**src/rtl/traffic_pkg.sv**
```systemverilog
// Shared traffic-light definitions: sensor-conditioner FSM state encoding and
// default timing constants, also reused by the controller bench.
package traffic_pkg;

  typedef enum logic [1:0] {
    IDLE    = 2'd0,
    WAITING = 2'd1,
    REQUEST = 2'd2,
    SERVING = 2'd3
  } vs_state_t;

  localparam int DEF_DEBOUNCE_CYCLES = 4;
  localparam int DEF_CNT_W           = 4;
  localparam int DEF_THRESHOLD       = 2;
  localparam int DEF_MAX_WAIT        = 64;

  // Register width able to hold 0..n-1, never narrower than one bit.
  function automatic int min_width(input int n);
    return (n > 1) ? $clog2(n) : 1;
  endfunction

endpackage

```
**src/rtl/vs_debounce.sv**
```systemverilog
// Loop-contact front end: 2-FF synchronizer, stability-count debouncer and a
// registered one-cycle arrival pulse on each debounced rising edge.
module vs_debounce
  import traffic_pkg::*;
#(
  parameter int DEBOUNCE_CYCLES = DEF_DEBOUNCE_CYCLES
) (
  input  logic i_clk,
  input  logic i_reset_n,
  input  logic i_loop,
  output logic o_deb,
  output logic o_rise,
  output logic o_arrival
);

  localparam int             SW        = min_width(DEBOUNCE_CYCLES);
  localparam logic [SW-1:0]  STAB_LAST = SW'(DEBOUNCE_CYCLES - 1);

  logic          s1_q, s2_q;
  logic          deb_q, deb_d;
  logic          deb_dly_q;
  logic          arr_q;
  logic [SW-1:0] stab_q, stab_d;

  // The counter holds the number of cycles s2 has already differed, so the
  // level flips on the DEBOUNCE_CYCLES-th differing cycle.
  always_comb begin
    deb_d  = deb_q;
    stab_d = '0;
    if (s2_q != deb_q) begin
      if (stab_q == STAB_LAST) begin
        deb_d = s2_q;
      end else begin
        stab_d = stab_q + 1'b1;
      end
    end
  end

  always_ff @(posedge i_clk or negedge i_reset_n) begin
    if (!i_reset_n) begin
      s1_q      <= 1'b0;
      s2_q      <= 1'b0;
      deb_q     <= 1'b0;
      stab_q    <= '0;
      deb_dly_q <= 1'b0;
      arr_q     <= 1'b0;
    end else begin
      s1_q      <= i_loop;
      s2_q      <= s1_q;
      deb_q     <= deb_d;
      stab_q    <= stab_d;
      deb_dly_q <= deb_q;
      arr_q     <= deb_q & ~deb_dly_q;
    end
  end

  assign o_deb     = deb_q;
  assign o_rise    = deb_q & ~deb_dly_q;
  assign o_arrival = arr_q;

endmodule

```
**src/rtl/vehicle_sensor_conditioner.sv**
```systemverilog
// Side-road vehicle request generator: debounced loop, queued-vehicle counter
// and request FSM. Define VS_MAXWAIT_EN to add the forced-request wait timer.
module vehicle_sensor_conditioner
  import traffic_pkg::*;
#(
  parameter int DEBOUNCE_CYCLES = DEF_DEBOUNCE_CYCLES,
  parameter int CNT_W           = DEF_CNT_W,
  parameter int THRESHOLD       = DEF_THRESHOLD,
  parameter int MAX_WAIT        = DEF_MAX_WAIT
) (
  input  logic             i_clk,
  input  logic             i_reset_n,
  input  logic             i_loop,
  input  logic             i_side_green,
  output logic             o_Vs,
  output logic             o_arrival,
  output logic [CNT_W-1:0] o_vehicle_count
);

  localparam logic [CNT_W-1:0] CNT_THR = CNT_W'(THRESHOLD);

  vs_state_t        state_q, state_d;
  logic [CNT_W-1:0] cnt_q, cnt_d;
  logic             deb;
  logic             rise;
  logic             wait_done;

  vs_debounce #(
    .DEBOUNCE_CYCLES(DEBOUNCE_CYCLES)
  ) u_debounce (
    .i_clk     (i_clk),
    .i_reset_n (i_reset_n),
    .i_loop    (i_loop),
    .o_deb     (deb),
    .o_rise    (rise),
    .o_arrival (o_arrival)
  );

  // Counting uses the same-cycle debounced rise so the count moves together
  // with the registered arrival pulse.
  always_comb begin
    cnt_d = cnt_q;
    if (state_q == SERVING || i_side_green) begin
      cnt_d = '0;
    end else if (rise && cnt_q != '1) begin
      cnt_d = cnt_q + 1'b1;
    end
  end

`ifdef VS_MAXWAIT_EN
  localparam int            WW        = min_width(MAX_WAIT);
  localparam logic [WW-1:0] WAIT_LAST = WW'(MAX_WAIT - 1);

  logic [WW-1:0] wait_q, wait_d;

  always_comb begin
    wait_d = '0;
    if (state_q == WAITING) begin
      wait_d = wait_q + 1'b1;
    end
  end

  always_ff @(posedge i_clk or negedge i_reset_n) begin
    if (!i_reset_n) begin
      wait_q <= '0;
    end else begin
      wait_q <= wait_d;
    end
  end

  assign wait_done = (wait_q == WAIT_LAST);
`else
  // No timer; MAX_WAIT stays referenced so both builds share one parameter list.
  assign wait_done = 1'b0 & (MAX_WAIT > 0);
`endif

  always_comb begin
    state_d = state_q;
    case (state_q)
      IDLE: begin
        if (i_side_green)        state_d = SERVING;
        else if (cnt_q != '0)    state_d = WAITING;
      end
      WAITING: begin
        if (i_side_green)        state_d = SERVING;
        else if (cnt_q >= CNT_THR) state_d = REQUEST;
        else if (wait_done)      state_d = REQUEST;
      end
      REQUEST: begin
        if (i_side_green)        state_d = SERVING;
      end
      SERVING: begin
        if (!i_side_green)       state_d = IDLE;
      end
      default:                   state_d = IDLE;
    endcase
  end

  always_ff @(posedge i_clk or negedge i_reset_n) begin
    if (!i_reset_n) begin
      state_q <= IDLE;
      cnt_q   <= '0;
    end else begin
      state_q <= state_d;
      cnt_q   <= cnt_d;
    end
  end

  assign o_Vs            = (state_q == REQUEST) | ((state_q == SERVING) & deb);
  assign o_vehicle_count = cnt_q;

endmodule
```
**config.mk**
```make
export PLATFORM = sky130hd
export DESIGN_NAME = vehicle_sensor_conditioner
export DESIGN_NICKNAME = d
export VERILOG_FILES = /design/src/rtl/traffic_pkg.sv /design/src/rtl/vs_debounce.sv /design/src/rtl/vehicle_sensor_conditioner.sv
export SDC_FILE = /design/constraint.sdc
export NUM_CORES = 1
export LEC_CHECK = 0
export CORE_MARGIN = 5
export CORE_UTILIZATION = 35
export CTS_BUF_LIST = sky130_fd_sc_hd__clkbuf_2
export CTS_CLUSTER_SIZE = 40
export DETAILED_ROUTE_END_ITERATION = 12
export HOLD_SLACK_MARGIN = 0.06
export SLEW_MARGIN = 10
export SYNTH_ARGS = -nofsm -noshare
export SYNTH_HDL_FRONTEND = slang
export SYNTH_SLANG_ARGS = --single-unit
```
**constraint.sdc**
```tcl
create_clock -name i_clk -period 1.72 [get_ports i_clk]
set_input_delay 0.344 -clock i_clk [delete_from_list [all_inputs] [get_ports i_clk]]
set_output_delay 0.344 -clock i_clk [all_outputs]
set_load 0.02 [all_outputs]
```
==> Word level (Yosys, flattened, before mapping) <==
Cells that the tools add are included.
{ "op_classes": {"n_addsub": 2, "magnitude_cmp": 1, "n_eq_ne": 10, "mux": 11, "n_bitwise": 4, "reduce_logical": 7} }
{ "op_table": {"columns": ["operator", "count"], "rows": [
  ["two-way mux 2 bit", 8],
  ["two-way mux 4 bit", 2],
  ["one-hot mux 2 bit (4 select lines)", 1],
  ["== test 2 bit (second input constant)", 3],
  ["inequality test 3 bit (second input constant)", 2],
  ["adder 4 x 1 -> 4 bit (second input constant)", 1],
  ["greater-or-equal comparator 4 x 2 -> 1 bit (second input constant)", 1],
  ["inequality test 2 bit (second input constant)", 2],
  ["inequality test 4 bit (second input constant)", 1],
  ["AND reduction 4 bit", 1],
  ["nonzero test 4 bit", 1],
  ["adder 2 x 1 -> 2 bit (second input constant)", 1],
  ["bitwise AND 1 bit", 2],
  ["== test 2 x 1 -> 1 bit (second input constant)", 1],
  ["logical NOT 2 bit", 1],
  ["AND reduction 2 bit", 1],
  ["nonzero test 2 bit", 1],
  ["logical AND 1 bit", 1],
  ["logical OR 1 bit", 1],
  ["inequality test 1 bit", 1],
  ["inverter 1 bit", 1],
  ["bitwise OR 1 bit", 1]
]} }
{ "word_totals": {"ff_bits": 13, "inputBits": 4, "out_inout_bits": 6, "word_cells": 43} }

==> Depth between registers and ports, before layout <==
Gate-level depths: netlist of run 1.
{ "depth": {"depth_word": 5, "depth_mapped": 6, "depth_no_buf": 6} }

==> By module <==
Synthesis of run 1 repeated with hierarchy kept, for this count alone.
{ "unflattened": {"hier_cells": 61, "area_unflattened_um2": 701.9} }
{ "by_module_without_submodules": {"columns": ["mod", "n_inst", "cells_per_inst", "area_per_inst_um2"], "rows": [
  ["vehicle_sensor_conditioner", 1, 48, 471.7],
  ["vs_debounce", 1, 13, 230.2]
]} }

==> Worst setup path after synthesis of run 1 <==
Ideal clock, no wire load.
{ "synth_timing": {"kind": "reg-to-reg", "from": "register cnt_q[0], in the netlist o_vehicle_count[0]", "to": "register state_q[1]", "setup_time_ps": 79, "arrival_time_ps": 1407, "required_ps": 1641, "setup_slack_ps": 234, "stages_incl_launch_ff": 7, "path_buffers": 0, "period_less_slack_ps": 1486, "cell_sequence": "dfrtp_1 -> inv_1 -> ha_1 -> nor2_2 -> a22oi_2 -> a221oi_2 -> mux2i_1"} }
{ "synth_via": {"elab_chain_cells": 3, "elab_cells_between_ends": 5} }
{ "synth_lines": {"columns": ["item", "line", "text"], "rows": [
  ["from (decl)", "vehicle_sensor_conditioner.sv:23", "logic [CNT_W-1:0] cnt_q, cnt_d;"],
  ["from (signal assigned)", "vehicle_sensor_conditioner.sv:105", "cnt_q <= cnt_d;"],
  ["greater-or-equal comparator 4 x 2 -> 1 bit / nonzero test 4 bit (equally long branches)", "vehicle_sensor_conditioner.sv:86, vehicle_sensor_conditioner.sv:82", null],
  ["inequality test 3 bit (no line)", null, null],
  ["AND reduction 4 bit (no line) (*)", null, null],
  ["to (signal assigned)", "vehicle_sensor_conditioner.sv:104", "state_q <= state_d;"],
  ["to (decl)", "vehicle_sensor_conditioner.sv:22", "vs_state_t state_q, state_d;"]
]} }
Every way passes the cells marked *; elsewhere a longest branch is shown, timed or not.
A chain may end at the register's enable or synchronous reset.

==> Worst setup path in the final report of run 1 <==
{ "layout_timing": {"from": "register state_q[0]", "to": "output port o_Vs"} }
{ "layout_via": {"elab_chain_cells": 3, "elab_cells_between_ends": 4} }
{ "layout_lines": {"columns": ["item", "line", "text"], "rows": [
  ["== test 2 bit", "vehicle_sensor_conditioner.sv:109", "assign o_Vs = (state_q == REQUEST) | ((state_q == SERVING) & deb);"],
  ["bitwise AND 1 bit", "vehicle_sensor_conditioner.sv:109", null],
  ["bitwise OR 1 bit (*)", "vehicle_sensor_conditioner.sv:109", null],
  ["to (decl)", "vehicle_sensor_conditioner.sv:15", "output logic o_Vs,"]
]} }
Marks and branches as above.

==> results of run 1 <==
==> state kept, by name (all words and copies together) (netlist names) <==
name                  flops
u_debounce.o_deb          1
u_debounce.s1_q           1
state_q                   2
u_debounce.o_arrival      1
o_vehicle_count           4
u_debounce.stab_q         2
u_debounce.s2_q           1
u_debounce.deb_dly_q      1
==> metal layers <==
metal | GRT usage [%] | share of wire, % | vias to the layer above | wire [µm]
li1 | - | - | 242 | -
met1 | 12.9 | 50 | 228 | 647
met5 | 0 | 0 | - | 0
met4 | 5.21 | 0 | 0 | 0
met2 | 13.5 | 46 | 9 | 588
met3 | 3.73 | 4.0 | 0 | 51
==> report_power, final <==
group	switching, µW	internal [µW]
sequential	73.5	400
combinational	354	347
clock	102	61.7
total	529	809
==> kinds of logic after synthesis <==
group                    share of synthesized area [%]
AO/OA/AOI/OAI                                     7.99
XOR/XNOR                                          4.86
adder cells (fa/ha/maj)                           15.6
multiplexers                                      5.73
buffers and inverters                             4.17
AND/OR/NAND/NOR                                   16.5
flip-flops                                        45.1
==> final timing paths <==
check                                           from                              to  slack [ns]  cells past startpoint
min in group i_clk         u_debounce.s1_q$_DFF_PN0_       u_debounce.s2_q$_DFF_PN0_        0.37                      0
hold / removal                             i_reset_n  o_vehicle_count[0]$_DFFE_PN0P_        0.36                      2
max in group asynchronous                  i_reset_n       u_debounce.s2_q$_DFF_PN0_        1.20                      2
hold reg to reg            u_debounce.s1_q$_DFF_PN0_       u_debounce.s2_q$_DFF_PN0_        0.37                      0
setup / recovery              state_q[0]$_DFFE_PN0P_                            o_Vs        0.13                      4
setup reg to reg              state_q[0]$_DFFE_PN0P_          state_q[1]$_DFFE_PN0P_        0.26                      6
==> synthesized netlist by cell type <==
master / count / area share [%]
nand2_1: 1 / 0.52
inv_2: 1 / 0.52
nor2_8: 1 / 2.8
inv_1: 4 / 2.1
xor2_1: 2 / 2.4
nor2b_1: 1 / 0.87
ha_1: 9 / 16
a22oi_2: 1 / 1.7
xnor2_1: 2 / 2.4
nand3_1: 3 / 2.1
dfrtp_1: 13 / 45
o221ai_1: 1 / 1.2
a21oi_1: 1 / 0.69
a221oi_2: 1 / 2.1
a211o_1: 1 / 1.2
nor3_1: 5 / 3.5
nand3b_1: 1 / 1.0
mux2_2: 1 / 1.6
nor2_2: 1 / 0.87
mux2i_1: 3 / 4.2
and2b_4: 1 / 1.4
and3_2: 1 / 1.0
nor3_2: 1 / 1.4
nor2_1: 2 / 1.0
a21o_1: 1 / 1.0
buf_6: 1 / 1.6
==> worst reg2reg max path: cells and delay by family, from the launching register on <==
kind,cells,cell delay [ns]
DFF,1,0.43
AOI/OAI and AO/OA,2,0.39
buffers and inverters,2,0.21
muxes,1,0.21
adders and majority gates,1,0.16
==> final cells by class <==
class,count,share of cell area [%]
inverters,5,2.09
well taps,27,3.76
multi-input cells,41,40.6
flip-flops and latches,13,36.2
clock buffers,4,2.23
repair buffers,15,15.2
==> per-stage QoR <==
step           total power (µW)  util (%)
2_1_floorplan               960         -
6_report                   1340      45.9
4_1_cts                    1360      45.5
5_1_grt                    1460      45.9
3_5_place_dp               1220      44.8
3_3_place_gp               1200      44.8
==> results.yml, run 1 <==
die:
  row_count: 16
  dieArea_um2: 3070
  initial_core_util_pct: 36.7
  fp.dieW_um: 55.4
  die_h_um: 55.4
  core_um2: 1960
  ios: 10
setup_path:
  max_stage_delay_ns: 0.40
  path_buf_inv: 2
  required_ns: 1.38
  cp_slowest_cell: "dfrtp_1"
  cp_max_fo: 3
  worstSetupPathType: "reg -> out"
  worstPathArrival_ns: 1.25
  critical-path-top-delay-family: "flip-flops"
  path_cells: "inv_1 -> ha_1 -> a21o_1 -> buf_2"
  endpoint_kind: "primary output"
  cp-start-kind: "flip-flop"
yosys:
  netlist_instances: 60
  synth_nets: 73
  ys_seq_area_share_pct: 45.1
  syn_area_um2: 721
  synth.distinct_cells: 26
  syn_avg_cell_area_um2: 12.0
  ys_ff_latch: 13
  yosysWarnings: 0
sta:
  fin_crit_ns: 1.59
  fin_setup_tns_ns: 0
  finalHoldViolCount: 0
  setup_ws_ns: 0.127
  setup_violations: 0
  hold_slack_ns: 0.356
  grt_setup_unrepaired: "no"
  fin_worst_skew_ns: 0.00535
  fmax_mhz: 628
  max_slew.worst_pin.slew_ns: 0.338
  slew_viol_final: 0
  max_slew_margin_pct: 77.4
  fin_crit_sh_pct: 92.6
route:
  dr.pass1.iters: 4
  drc_errors: 0
  drt_iter0_drc: 1
  vias_per_cell: 4.56
  routedWlPerCell_um: 12.3
  routed_wl_um: 1290
  drtAntennaViolNets: 0
  via_count: 479
run:
  maxCapViolations: 0
power_and_ir_drop:
  p_leak_uw: 0.000482
  irDropWorstVdd_uv: 547
  p_per_area_nw_per_um2: 1490
final_layout:
  final_cell_mix: "dfrtp_1, ha_1, buf_4, nor3_1"
  final_nets: 92
  antenna_cells: 0
  fin_cells: 105
  stdcell_area_um2: 900
  n_fill_cell: 192
  drive_gt1_share_pct: 25.6
  final_common_cell: "dfrtp_1"
  multiInputGateArea_um2: 365
  seqCellArea_um2: 325
  areaGrowthSynthToFinish_pct: 24.8
global_routing:
  globalRouteOverflowTotal: 0
  grt_max_degree: 14
  grt_pass1_wl_um: 2400
  antenna_found_initial: 0
  grt_pass1_vias: 506
  track_usage_pct: 9.75
placement:
  portBuffers: 9
  placedCellCount: 101
  place_congestion: 0.688
  placed_area_um2: 878
  post-dp-hpwl_um: 990
  place_ws_ns: 0.0347
clocking:
  ctsHoldBuffers: 0
  cts_tree: "yes"
  cts_root_buf: "clkbuf_2"
  clk_latency_ns: 0.27
  clk_pin_slew_ns: 0.13
  clockBufferDepth: 2
  cts_resized: 5
  cts_setup_buffers: 0
  clock_sinks: 13
  htreeDepth: 1
  numCtsBuffers: 3
hold_path:
  hold_path_class: "in -> async"
status:
  status: "completed"
(Power assumes the default switching activity.)
==> run 2, diff against run 1 <==
- CORE_MARGIN: 5 -> 3
- REMOVE_ABC_BUFFERS: unset -> 1
==> results.yml, run 2 (same netlist as run 1, synthesis figures left out) <==
status:
  status: "completed"
route:
  drtAntennaViolNets: 0
  dr.pass1.iters: 3
  vias_per_cell: 4.66
  routed_wl_um: 1170
  routedWlPerCell_um: 11.2
  drt_iter0_drc: 4
  drc_errors: 0
  via_count: 485
final_layout:
  n_fill_cell: 184
  drive_gt1_share_pct: 26.6
  areaGrowthSynthToFinish_pct: 24.8
  final_common_cell: "dfrtp_1"
  final_nets: 93
  antenna_cells: 0
  final_cell_mix: "dfrtp_1, ha_1, buf_4, clkdlybuf4s50_1"
  fin_cells: 104
  largest_register_ffs: 4
placement:
  portBuffers: 9
  place_congestion: 0.775
  place_ws_ns: 0.0379
  placedCellCount: 99
  post-dp-hpwl_um: 908
die:
  row_count: 15
  ios: 10
  die_h_um: 51.4
  fp.dieW_um: 51.4
  initial_core_util_pct: 39.2
  dieArea_um2: 2640
  core_um2: 1840
sta:
  max_slew_margin_pct: 82.1
  finalHoldViolCount: 0
  setup_ws_ns: 0.0622
  fin_crit_sh_pct: 96.4
  grt_setup_unrepaired: "no"
  slew_viol_final: 0
  setup_violations: 0
  max_slew.worst_pin.slew_ns: 0.268
  fin_setup_tns_ns: 0
  fin_crit_ns: 1.66
  fin_worst_skew_ns: 0.00430
  fmax_mhz: 603
power_and_ir_drop:
  p_per_area_nw_per_um2: 1470
  p_int_uw: 813
  irDropWorstVdd_uv: 877
  swShare_pct: 38.6
  totalPowerFinal_uw: 1320
  p_leak_uw: 0.000451
  pwr-share-seq_pct: 35.3
  pwr-share-clk_pct: 11.8
  p_comb_share_pct: 52.9
  power_switching_uw: 510
clocking:
  htreeDepth: 1
  cts_tree: "yes"
  clock_sinks: 13
  clk_latency_ns: 0.27
  ctsHoldBuffers: 0
  cts_root_buf: "clkbuf_2"
  numCtsBuffers: 3
  clk_pin_slew_ns: 0.12
  clockBufferDepth: 2
global_routing:
  grt_max_degree: 14
  antenna_found_initial: 0
  grt_pass1_vias: 515
  grt_pass1_wl_um: 2100
  globalRouteOverflowTotal: 0
  track_usage_pct: 11.0
setup_path:
  endpoint_kind: "primary output"
  worstPathArrival_ns: 1.31
  worstSetupPathType: "reg -> out"
  cp-start-kind: "flip-flop"
  path_cells: "clkdlybuf4s50_1"
  critical-path-top-delay-family: "buffers and inverters"
  required_ns: 1.38
  path_buf_inv: 1
  cp_slowest_cell: "clkdlybuf4s50_1"
  max_stage_delay_ns: 0.63
  cp_max_fo: 4
hold_path:
  hold_path_class: "in -> async"
run:
  maxCapViolations: 0
run 2: changes by cell type in the layout (fill, tap and decap cells not counted):
| cell | change |
|---|---|
| clkbuf_2 | +1 |
| buf_2 | -1 |
| dlymetal6s2s_1 | -2 |
| clkdlybuf4s50_1 | +2 |
| buf_4 | +1 |
run 2: repair_timing:
item / 4_1_cts / 5_1_grt
endpoints found under the setup margin: 2 / 2
setup buffers: 1 / 0
resized for setup: 3 / 2
run 2: layer usage:
layer  vias up  part of all wire, %  GRT usage, %
met5         -                    0             0
met4         0                 0.86          3.93
met3         2                  5.8          6.12
met2        11                   44          17.4
met1       227                   49          12.3
li1        245                    -             -
run 2: worst paths after layout:
| kind | start | to | slack, ns | cells after the start |
|---|---|---|---|---|
| setup / recovery | o_vehicle_count[3]$_DFFE_PN0P_ | o_vehicle_count[3] | 0.06 | 1 |
| hold / removal | i_reset_n | u_debounce.stab_q[0]$_DFF_PN0_ | 0.37 | 2 |
| setup reg to reg | o_vehicle_count[0]$_DFFE_PN0P_ | state_q[0]$_DFFE_PN0P_ | 0.25 | 6 |
| hold reg to reg | u_debounce.s1_q$_DFF_PN0_ | u_debounce.s2_q$_DFF_PN0_ | 0.37 | 0 |
| max in group asynchronous | i_reset_n | u_debounce.s2_q$_DFF_PN0_ | 1.19 | 2 |
| min in group i_clk | u_debounce.s1_q$_DFF_PN0_ | u_debounce.s2_q$_DFF_PN0_ | 0.37 | 0 |
run 2: stage by stage:
step / cell area [µm²] / utilization, % / hold WS [ns]
5_1_grt: 900 / 48.9 / 0.349
4_1_cts: 902 / 49.0 / 0.366
2_1_floorplan: 709 / - / 0.0484
3_5_place_dp: 876 / 47.6 / 0.340
3_3_place_gp: 876 / 47.6 / 0.335
6_report: 900 / 48.9 / 0.365
run 2: cell type report:
cell class,instances,area [µm²],area share (%)
sequential,13,325,36.2
multi-input combinational,41,365,40.6
timing repair buffer,16,139,15.4
inverter,5,18.8,2.09
clock buffer,4,20.0,2.23
tap,25,31.3,3.48
run 2: power by group through the flow:
stage / clock (µW) / sequential (µW) / combinational, µW
global placement: 0 / 477 / 700
detailed placement: 0 / 479 / 708
floorplan: 0 / 496 / 458
finish: 156 / 467 / 700
global route: 183 / 484 / 791
CTS: 164 / 469 / 721
==> run 3, diff against run 2 <==
- PLACE_DENSITY: unset -> 0.59
- SETUP_SLACK_MARGIN: unset -> 0.05
==> results.yml, run 3 (same netlist as run 1, synthesis figures left out) <==
status:
  status: "completed"
setup_path:
  required_ns: 1.38
  critical-path-top-delay-family: "flip-flops"
  worstPathArrival_ns: 1.25
  endpoint_kind: "primary output"
  cp-start-kind: "flip-flop"
  path_cells: "inv_2 -> ha_4 -> a21o_1 -> buf_6"
  max_stage_delay_ns: 0.43
  cp_max_fo: 4
  worstSetupPathType: "reg -> out"
  path_buf_inv: 2
  cp_slowest_cell: "dfrtp_1"
final_layout:
  final_nets: 93
  antenna_cells: 0
  final_cell_mix: "dfrtp_1, ha_1, buf_4, nor3_1"
  drive_gt1_share_pct: 31.6
  largest_register_ffs: 4
  areaGrowthSynthToFinish_pct: 27.1
  final_common_cell: "dfrtp_1"
global_routing:
  grt_pass1_wl_um: 2130
  antenna_found_initial: 0
  grt_pass1_vias: 474
  track_usage_pct: 11.4
  grt_max_degree: 9
  globalRouteOverflowTotal: 0
route:
  dr.max_layer_used: "met4"
  via_count: 499
  drt_iter0_drc: 4
  wl_met1_um: 552
  route.met3.wl_um: 81
  routedWlPerCell_um: 11.6
  drtAntennaViolNets: 0
  routed_wl_um: 1210
  vias_per_cell: 4.80
  drc_errors: 0
  dr.pass1.iters: 4
  wl_met2_um: 540
die:
  fp.dieW_um: 51.4
  ios: 10
  initial_core_util_pct: 39.2
  core_um2: 1840
  die_h_um: 51.4
  dieArea_um2: 2640
  row_count: 15
clocking:
  clk_latency_ns: 0.27
  clock_sinks: 13
  ctsHoldBuffers: 0
  clk_pin_slew_ns: 0.13
  cts_tree: "yes"
  htreeDepth: 1
  clockBufferDepth: 2
  numCtsBuffers: 3
  cts_root_buf: "clkbuf_2"
sta:
  setup_ws_ns: 0.131
  fin_setup_tns_ns: 0
  slew_viol_final: 0
  setup_violations: 0
  fin_crit_sh_pct: 92.4
  finalHoldViolCount: 0
  fmax_mhz: 629
  max_slew.worst_pin.slew_ns: 0.306
  fin_worst_skew_ns: 0.00505
  max_slew_margin_pct: 79.5
  grt_setup_unrepaired: "no"
  fin_crit_ns: 1.59
hold_path:
  hold_path_class: "in -> async"
placement:
  place_congestion: 0.721
  post-dp-hpwl_um: 929
  portBuffers: 9
  place_ws_ns: 0.0407
power_and_ir_drop:
  p_leak_uw: 0.000444
  irDropWorstVdd_uv: 977
  p_per_area_nw_per_um2: 1500
run:
  maxCapViolations: 0
run 3: cell count changes in the layout (fill, tap and decap cells not counted), sizes merged:
| cell | previous run | this run |
|---|---|---|
| buf | 7 | 8 |
| clkinv | 0 | 1 |
| dlygate4sd2 | 1 | 4 |
| clkdlybuf4s50 | 6 | 4 |
| clkbuf | 5 | 3 |
| dlymetal6s2s | 1 | 0 |
run 3: per-layer routing:
metal  track usage (%)  up-vias
met4              6.55        0
met3              4.66        5
met2              16.7       17
met1              14.0      232
li1                  -      245
met5                 0        -
run 3: worst paths after layout:
kind | slack (ns) | startpoint | cells after the start | end
worst max register to register | 0.22 | state_q[0]$_DFFE_PN0P_ | 6 | state_q[1]$_DFFE_PN0P_
max in group asynchronous | 1.01 | i_reset_n | 2 | state_q[1]$_DFFE_PN0P_
worst min-delay path | 0.30 | i_reset_n | 1 | u_debounce.deb_dly_q$_DFF_PN0_
worst max-delay path | 0.13 | state_q[0]$_DFFE_PN0P_ | 4 | o_Vs
worst min register to register | 0.37 | u_debounce.s1_q$_DFF_PN0_ | 0 | u_debounce.s2_q$_DFF_PN0_
min in group i_clk | 0.37 | u_debounce.s1_q$_DFF_PN0_ | 0 | u_debounce.s2_q$_DFF_PN0_
run 3: area by class of cell:
type / count / area, µm²
Inverter: 5 / 18.8
Timing Repair Buffer: 16 / 139
Clock inverter: 1 / 5.00
Tap cell: 25 / 31.3
Fill cell: 184 / 923
Clock buffer: 3 / 15.0
Sequential cell: 13 / 327
Multi-Input combinational cell: 41 / 380
run 3: power breakdown:
part | switching [µW] | internal (µW)
Clock | 101 | 52.6
Sequential | 80.4 | 402
Combinational | 365 | 374
run 3: metrics by stage:
step	cell area, µm²	utilization, %	power, µW	cells	hold WS [ns]
global placement	876	47.6	1180	99	0.334
finish	916	49.8	1370	104	0.303
global route	916	49.8	1510	104	0.288
floorplan	709	-	954	59	0.0484
CTS	893	48.6	1350	104	0.299
detailed placement	876	47.6	1190	99	0.340
run 3: what timing repair did:
action	CTS	global route
setup buffers	1	0
endpoints found under the setup margin	5	1
gates cloned	0	0
pin swaps	0	1
gates resized for setup	8	7
